--- config.mk ---
export PLATFORM = sky130hd
export DESIGN_NAME = sar_adc_ctrl
export DESIGN_NICKNAME = d
export VERILOG_FILES = /design/src/rtl/sar_adc_ctrl.sv
export SDC_FILE = /design/constraint.sdc
export NUM_CORES = 1
export LEC_CHECK = 0
export ABC_CLOCK_PERIOD_IN_PS = 3900
export CAP_MARGIN = 20
export CORE_MARGIN = 1.5
export CORE_UTILIZATION = 25
export CTS_CLUSTER_DIAMETER = 40
export CTS_CLUSTER_SIZE = 10
export DETAILED_ROUTE_END_ITERATION = 7
export PLACE_DENSITY_LB_ADDON = 0.3
export SYNTH_ARGS = -nofsm -noshare
export SYNTH_HDL_FRONTEND = slang
export SYNTH_SLANG_ARGS = --single-unit
--- constraint.sdc ---
create_clock -name clk -period 3.9 [get_ports clk]
set_clock_uncertainty 0.05 [all_clocks]
set_input_delay 0.975 -clock clk [delete_from_list [all_inputs] [get_ports clk]]
set_output_delay 0.975 -clock clk [all_outputs]
set_load 0.01 [all_outputs]
--- src/rtl/sar_adc_ctrl.sv ---
// rtl/sar_adc_ctrl.sv - SAR ADC controller (bias warmup, 8-bit binary search); SAR_MAJORITY_EN enables 2-of-3 voted decisions
module sar_adc_ctrl #(
  parameter int SETTLE_CYCLES = 4,
  parameter int BIAS_WARMUP   = 16
) (
  input  logic       clk,
  input  logic       rst_n,
  input  logic       ena,
  input  logic       start,
  input  logic       hi_bias,
  input  logic       cmp,
  output logic [7:0] dac_code,
  output logic       en_resh,
  output logic       en_resl,
  output logic       busy,
  output logic       done,
  output logic [7:0] result
);

  typedef enum logic [2:0] {
    IDLE   = 3'd0,
    WARMUP = 3'd1,
    SETTLE = 3'd2,
    DECIDE = 3'd3,
    FINISH = 3'd4
  } state_t;

  localparam logic [7:0] WARM_LAST   = 8'(BIAS_WARMUP - 1);
  localparam logic [7:0] SETTLE_LAST = 8'(SETTLE_CYCLES - 1);

  state_t     state_q, state_d;
  logic       hib_q, hib_d;
  logic [7:0] code_q, code_d;
  logic [2:0] idx_q, idx_d;
  logic [7:0] cnt_q, cnt_d;
  logic [7:0] result_q, result_d;
  logic       done_q, done_d;
  logic       cmp_s1_q, cmp_s2_q;
  logic       cmp_s;
`ifdef SAR_MAJORITY_EN
  logic [1:0] vote_q, vote_d;
`endif

  assign cmp_s = cmp_s2_q;

  // State, working registers and the two-flop comparator synchronizer
  always_ff @(posedge clk) begin
    if (!rst_n) begin
      state_q  <= IDLE;
      hib_q    <= 1'b0;
      code_q   <= 8'h00;
      idx_q    <= 3'd7;
      cnt_q    <= 8'h00;
      result_q <= 8'h00;
      done_q   <= 1'b0;
      cmp_s1_q <= 1'b0;
      cmp_s2_q <= 1'b0;
`ifdef SAR_MAJORITY_EN
      vote_q   <= 2'd0;
`endif
    end else begin
      state_q  <= state_d;
      hib_q    <= hib_d;
      code_q   <= code_d;
      idx_q    <= idx_d;
      cnt_q    <= cnt_d;
      result_q <= result_d;
      done_q   <= done_d;
      cmp_s1_q <= cmp;
      cmp_s2_q <= cmp_s1_q;
`ifdef SAR_MAJORITY_EN
      vote_q   <= vote_d;
`endif
    end
  end

  // Next-state logic: warmup, then per bit a settle window and a decision
  always_comb begin
    state_d  = state_q;
    hib_d    = hib_q;
    code_d   = code_q;
    idx_d    = idx_q;
    cnt_d    = cnt_q;
    result_d = result_q;
    done_d   = 1'b0;
`ifdef SAR_MAJORITY_EN
    vote_d   = vote_q;
`endif
    case (state_q)
      IDLE: begin
        if (start && ena) begin
          hib_d   = hi_bias;
          code_d  = 8'h00;
          idx_d   = 3'd7;
          cnt_d   = 8'h00;
          state_d = WARMUP;
        end
      end
      WARMUP: begin
        if (cnt_q == WARM_LAST) begin
          cnt_d   = 8'h00;
          state_d = SETTLE;
        end else begin
          cnt_d = cnt_q + 8'd1;
        end
      end
      SETTLE: begin
        if (cnt_q == SETTLE_LAST) begin
          cnt_d   = 8'h00;
          state_d = DECIDE;
`ifdef SAR_MAJORITY_EN
          vote_d  = 2'd0;
`endif
        end else begin
          cnt_d = cnt_q + 8'd1;
        end
      end
      DECIDE: begin
`ifdef SAR_MAJORITY_EN
        // Third sample: two of the three synchronized samples must agree
        if (cnt_q == 8'd2) begin
          code_d[idx_q] = ((vote_q + {1'b0, cmp_s}) >= 2'd2);
          cnt_d         = 8'h00;
          if (idx_q == 3'd0) begin
            state_d = FINISH;
          end else begin
            idx_d   = idx_q - 3'd1;
            state_d = SETTLE;
          end
        end else begin
          vote_d = vote_q + {1'b0, cmp_s};
          cnt_d  = cnt_q + 8'd1;
        end
`else
        code_d[idx_q] = cmp_s;
        cnt_d         = 8'h00;
        if (idx_q == 3'd0) begin
          state_d = FINISH;
        end else begin
          idx_d   = idx_q - 3'd1;
          state_d = SETTLE;
        end
`endif
      end
      FINISH: begin
        result_d = code_q;
        done_d   = 1'b1;
        state_d  = IDLE;
      end
      default: begin
        state_d = IDLE;
      end
    endcase
    // Dropping ena aborts any conversion without touching the result
    if (state_q != IDLE && !ena) begin
      state_d  = IDLE;
      result_d = result_q;
      done_d   = 1'b0;
    end
  end

  // Output decode from the current state
  always_comb begin
    dac_code = 8'h00;
    en_resh  = 1'b0;
    en_resl  = 1'b0;
    busy     = 1'b0;
    case (state_q)
      WARMUP: dac_code = 8'h80;
      SETTLE: dac_code = code_q | (8'b1 << idx_q);
      DECIDE: dac_code = code_q | (8'b1 << idx_q);
      FINISH: dac_code = code_q;
      default: dac_code = 8'h00;
    endcase
    if (state_q != IDLE) begin
      busy    = 1'b1;
      en_resh = hib_q;
      en_resl = ~hib_q;
    end
  end

  assign done   = done_q;
  assign result = result_q;

endmodule

==> results_dict.tcl, run 1 <==
set metrics [dict create \
    place.detailed.instances 347 \
    worstSetupPathDepth 5 \
    finalSetupViolCount 0 \
    area.sequential_um2 681 \
    final.setup.tns_ns 0 \
    final.period_utilization_pct 84.9 \
    dp_hpwl_mm 3.40 \
    synth.top_cells.by_count "nand2_1 (38), dfxtp_1 (34), o21ai_0 (14)" \
    cts.root.buffer_cell "clkbuf_8" \
    num_io_pins 26 \
    worst_path_dominant_cell_family "buffers and inverters" \
    routed_via_density 4.91 \
    post-route-cell-area_mm2 0.00234 \
    first_pass_iters 4 \
    critical-path-max-stage-delay_ns 0.53 \
    synth_xor_xnor_area_share_pct 1.40 \
    commonest_register_cell_after_synthesis "dfxtp_1" \
    timing.slew.headroom_pct 59.8 \
    cts_num_sinks 34 \
    cts-htree-levels 2 \
    timing_worst_slew_pin_value_ns 0.598 \
    worstRegToRegCells 6 \
    design.die.area_mm2 0.00801 \
    synth_area_in_compound_gates_pct 24.7 \
    placementRows 31 \
    setup.worst_path.end "dac_code[0]" \
    placed_area_mm2 0.00220 \
    critPathSlowestCell "clkdlybuf4s50_1" \
    critical_path_start "idx_q[1]" \
    endpoint_class_of_the_critical_path "output pin" \
    clock_path_buffers 2 \
    rsz0062_at_grt "no" \
    post-cts-setup-buffers 0 \
    finalMaxSlewViolations 0 \
    antenna-diode-count 0 \
    worst_hold_path_type "register to register" \
    syn-num-nets 246 \
    synth_area_leaders "dfxtp_1 (36%), nand2_1 (7.6%), ha_1 (4.0%)" \
    global_route_wire_length_before_repair_mm 7.62 \
    wl_per_cell_um 13.1 \
    cts-resized-gates 0 \
    synth.ff_latch_count 34 \
    cts_tree "done" \
    p_leak_nw 0.857 \
    cts_buffers 5 \
    power_per_cell_area_mw_per_mm2 350 \
    synthesis_warnings 0 \
    dr.first_iter.drc_count 49 \
    final_cell_count_no_fill 355 \
    report.final.hold_viol_count 0 \
    share_of_the_yosys_chip_area_belonging_to_registers_pct 36.4 \
    grt_start_max_net_pins 28 \
    maxCapViolCount 0 \
    cts_hold_repair.buffers 0 \
    core_region_area_mm2 0.00725 \
    crit_required_ns 2.87 \
    reg2reg_to "idx_q[0]" \
    layout-area-overhead-vs-synth_pct 24.9 \
    ys_async_sr_fraction_pct 0 \
    place.port_buffers 25 \
    crit_chain "inv_1 > ha_1 > nor2b_1 > a22o_1 > clkdlybuf4s50_1" \
    die_width_um 89.5 \
    synth_fa_ha_area_share_pct 4.01 \
    totalWireLength_mm 4.66 \
    synth-edff-count 0 \
    synth_simple_gate_area_share_pct 27.1 \
    drive_above_1_share_pct 5.47 \
    regToRegSetupSlack_ns 2.02 \
    multi_input_area_mm2 0.00110 \
    final.fill_count 762 \
    period_needed_ns 3.31 \
    via_count 1743 \
    worst_setup_hold_path_clk_slew_ns 0.08 \
    regToRegStartpoint "idx_q[1]" \
    clkLatencyLatePin_ns 0.29 \
    vdd_ir_drop_max_mv 0.127 \
    yosysMostFrequentCell "nand2_1" \
    gp_routability_congestion 0.841 \
    synth.distinct_cells 47 \
    worstSetupStartpointType "register" \
    die_y_extent_um 89.5 \
    yosys-mux-area-fraction_pct 1.67 \
    syn_area_per_cell_um2 7.99 \
    timing.critical_path.fanout_max 14 \
    floorplan.initialDensity_pct 25.8 \
    status "finished, final reports clean" \
    synthCells 234 \
    number_of_global_route_vias_before_repair 1624 \
    largest_family_of_logic_cells_by_synthesized_area "simple AND/OR/NAND/NOR gates" \
    globalRouteTotalUtil_pct 12.5 \
    grt_antenna_before_repair 0 \
    drt.antenna.violating_nets 0 \
    sum_of_overflow_across_all_layers_after_global_routing 0 \
    timing_worst_setup_path_type "register to output pin" \
    worst-path-buf-inv 2 \
    mappedNetlistArea_mm2 0.00187 \
    arrival_ns 2.29 \
    synth_top_cell_area_share_pct 36.4 \
    timing.fmax_ghz 0.302 \
    yosysTopAreaCell "dfxtp_1" \
    layout.nets 267 \
    drc 0 \
]
per-layer routing:
layer / vias up / track usage [%] / wire (um)
li1: 877 / - / -
met1: 810 / 15.4 / 2110
met2: 42 / 20.7 / 2200
met3: 14 / 2.95 / 206
met4: 0 / 5.59 / 144
met5: - / 0 / 0
where the power goes:
| group | leakage, nW | internal [W] | total (W) | switching [W] |
|---|---|---|---|---|
| sequential | 0.275 | 0.000351 | 0.000359 | 0.00000765 |
| clock | 0.0683 | 0.000256 | 0.000398 | 0.000142 |
| combinational | 0.514 | 0.0000265 | 0.0000600 | 0.0000335 |
| total | 0.857 | 0.000634 | 0.000817 | 0.000183 |
cell usage in the layout, fill, tap and decap left out, types with 5 or more instances in the layout:
| cell type | n |
|---|---|
| a21boi_0 | 9 |
| a21boi_1 | 7 |
| a21oi_1 | 8 |
| a31oi_1 | 7 |
| and2_1 | 8 |
| clkbuf_8 | 5 |
| clkdlybuf4s50_1 | 25 |
| dfxtp_1 | 34 |
| ha_1 | 6 |
| inv_1 | 8 |
| nand2_1 | 38 |
| nand3_1 | 8 |
| nor2_1 | 9 |
| o21ai_0 | 14 |
| o21ai_1 | 5 |
logic make-up (layout without fill, tap and decap cells):
family                   after synthesis  after routing
AO/OA/AOI/OAI                         68             68
XOR/XNOR                               3              3
multiplexers                           3              3
flip-flops                            34             34
adder cells (fa/ha/maj)                6              6
buffers and inverters                 21             43
AND/OR/NAND/NOR                       99             99
worst reg2reg max path: stages (launching register included):
cell and delay [ns]:
dfxtp_1 0.61, inv_1 0.20, ha_1 0.25, nor2b_1 0.21, nor2_1 0.22, xnor2_1 0.15
nand3_1 0.09
state kept, by name, summed over array words and instances, names as in the netlist:
register,flops
hib_q,1
cnt_q,8
cmp_s1_q,1
code_q,8
cmp_s,1
done,1
state_q,3
result,8
idx_q,3
how the worst min path moves through the flow:
stage	start	end	cells past startpoint
2_1_floorplan	cmp_s1_q	cmp_s	1
4_1_cts	cmp_s1_q	cmp_s	1
5_1_grt	cmp_s1_q	cmp_s	1
6_report	cmp_s1_q	cmp_s	1
3_3_place_gp	cmp_s1_q	cmp_s	1
3_5_place_dp	cmp_s1_q	cmp_s	1
area by class of cell:
| class | count | area share (%) |
|---|---|---|
| Multi-Input combinational cell | 179 | 47.2 |
| Sequential cell | 34 | 29.1 |
| Timing Repair Buffer | 26 | 11.0 |
| Tap cell | 99 | 5.30 |
| Clock buffer | 5 | 2.95 |
| Clock inverter | 3 | 2.95 |
| Inverter | 9 | 1.45 |
through the flow:
stage	util (%)	hold WS, ns	worst slack, ns	power (W)
finish	32.2	0.386	0.588	0.000817
global route	32.2	0.406	0.486	0.000850
detailed placement	30.3	0.373	0.941	0.000428
floorplan	-	0.362	1.51	0.000403
global placement	30.3	0.379	1.01	0.000427
CTS	32.2	0.390	0.609	0.000830
(Power assumes the default switching activity.)
==> inputs of run 2 (changes only) <==
ABC_CLOCK_PERIOD_IN_PS = 3200   (was 3900)
clock period = 3.2 ns   (was 3.9 ns; I/O delays follow)
==> results_dict.tcl, run 2 (synthesis results as in run 1) <==
set metrics [dict create \
    status "finished, final reports clean" \
    timing.slew.headroom_pct 62.3 \
    layout-area-overhead-vs-synth_pct 24.1 \
    place.port_buffers 25 \
    p_leak_nw 0.843 \
    totalWireLength_mm 4.81 \
    report.final.hold_viol_count 0 \
    cts_tree "done" \
    design.die.area_mm2 0.00801 \
    cts_buffers 5 \
    globalRouteTotalUtil_pct 13.2 \
    timing.critical_path.fanout_max 12 \
    drc 0 \
    placed_area_mm2 0.00221 \
    drt.antenna.violating_nets 0 \
    maxCapViolCount 0 \
    finalMaxSlewViolations 0 \
    arrival_ns 2.20 \
    timing.fmax_ghz 0.328 \
    wl_per_cell_um 13.5 \
    grt_start_max_net_pins 21 \
    cts-htree-levels 2 \
    core_region_area_mm2 0.00725 \
    die_y_extent_um 89.5 \
    sum_of_overflow_across_all_layers_after_global_routing 0 \
    via_count 1729 \
    power_per_cell_area_mw_per_mm2 398 \
    cts_num_sinks 34 \
    endpoint_class_of_the_critical_path "output pin" \
    final.period_utilization_pct 95.3 \
    number_of_global_route_vias_before_repair 1625 \
    commonest_non_fill_non_tap_cells_in_the_layout "nand2_1 (38), dfxtp_1 (33), clkdlybuf4s50_1 (25)" \
    finalSetupViolCount 0 \
    area.sequential_um2 682 \
    post-cts-setup-buffers 0 \
    clock_path_buffers 2 \
    min-delay-start "cmp_s1_q" \
    final.setup.tns_ns 0 \
    final.fill_count 787 \
    post-route-cell-area_mm2 0.00232 \
    routed_via_density 4.86 \
    worst_hold_path_type "register to register" \
    place.detailed.instances 348 \
    dp_hpwl_mm 3.52 \
    clkLatencyLatePin_ns 0.29 \
    worst_path_dominant_cell_family "buffers and inverters" \
    period_needed_ns 3.05 \
    worst-path-buf-inv 2 \
    critical_path_start "idx_q[0]" \
    placementRows 31 \
    final_cell_count_no_fill 356 \
    critical-path-max-stage-delay_ns 0.58 \
    pre_cts_worst_setup_slack_ns 0.453 \
    regToRegStartpoint "idx_q[0]" \
    die_width_um 89.5 \
    multi_input_area_mm2 0.00110 \
    antenna-diode-count 0 \
    global_route_wire_length_before_repair_mm 8.05 \
    worstSetupStartpointType "register" \
    cts.root.buffer_cell "clkbuf_8" \
    floorplan.initialDensity_pct 25.8 \
    layout.nets 268 \
    worst_setup_hold_path_clk_slew_ns 0.08 \
    drive_above_1_share_pct 6.23 \
    timing_worst_slew_pin_value_ns 0.565 \
    gp_routability_congestion 0.841 \
    timing_worst_setup_path_type "register to output pin" \
    critPathSlowestCell "dfxtp_1" \
    first_pass_iters 4 \
    layout_setup_ws_ns 0.151 \
    final_common_cell "nand2_1" \
    crit_chain "inv_1 > ha_1 > nor2b_1 > a22o_1 > clkdlybuf4s50_1" \
    rsz0062_at_grt "no" \
    num_io_pins 26 \
    dr.first_iter.drc_count 90 \
    vdd_ir_drop_max_mv 0.130 \
    crit_required_ns 2.35 \
    grt_antenna_before_repair 0 \
]
run 2: routing by layer:
layer	vias to the layer above	routed length (um)	GRT usage (%)	part of all wire, %
met2	42	2340	22.0	49
met3	6	194	3.05	4.0
met5	-	0	0	0
met1	801	2240	16.7	46
li1	880	-	-	-
met4	0	42	4.48	0.87
run 2: per-stage QoR:
stage	utilization (%)	hold WS (ns)	power, W
3_3_place_gp	30.4	0.374	0.000524
6_report	32.0	0.382	0.000923
4_1_cts	32.0	0.388	0.000935
5_1_grt	32.0	0.403	0.000969
3_5_place_dp	30.4	0.374	0.000524
2_1_floorplan	-	0.362	0.000491
run 2: final timing paths:
kind | endpoint | slack (ns) | cells past startpoint
hold / removal | cmp_s | 0.38 | 1
setup reg to reg | idx_q[0] | 1.38 | 6
hold reg to reg | cmp_s | 0.38 | 1
setup / recovery | dac_code[0] | 0.15 | 5
run 2: power breakdown:
group	switching (W)	internal (W)
logic	0.0000422	0.0000341
clock network	0.000178	0.000232
registers	0.00000883	0.000428
run 2: worst reg2reg max path, cell delays in order, from the launching register on:
cell	delay, ns
dfxtp_1	0.58
inv_1	0.17
ha_1	0.26
nor2b_1	0.19
nor2_1	0.20
xnor2_1	0.14
nand3_1	0.09
run 2: what timing repair did:
item,CTS,global route
setup endpoints to repair,0,1
hold buffers,0,0
resized for setup,0,1
run 2: final cells by class:
class                   instances  area share [%]
multi-input cells             179            47.5
clock buffers                   5            2.96
flip-flops and latches         34            29.4
repair buffers                 27            11.4
clock inverters                 3            1.94
well taps                      99            5.34
inverters                       9            1.46
==> inputs of run 3 (changes only) <==
TNS_END_PERCENT = 100   (was default)
==> results of run 3 <==
Same layout as run 2: the final DEF is identical, and so are final timing and power.
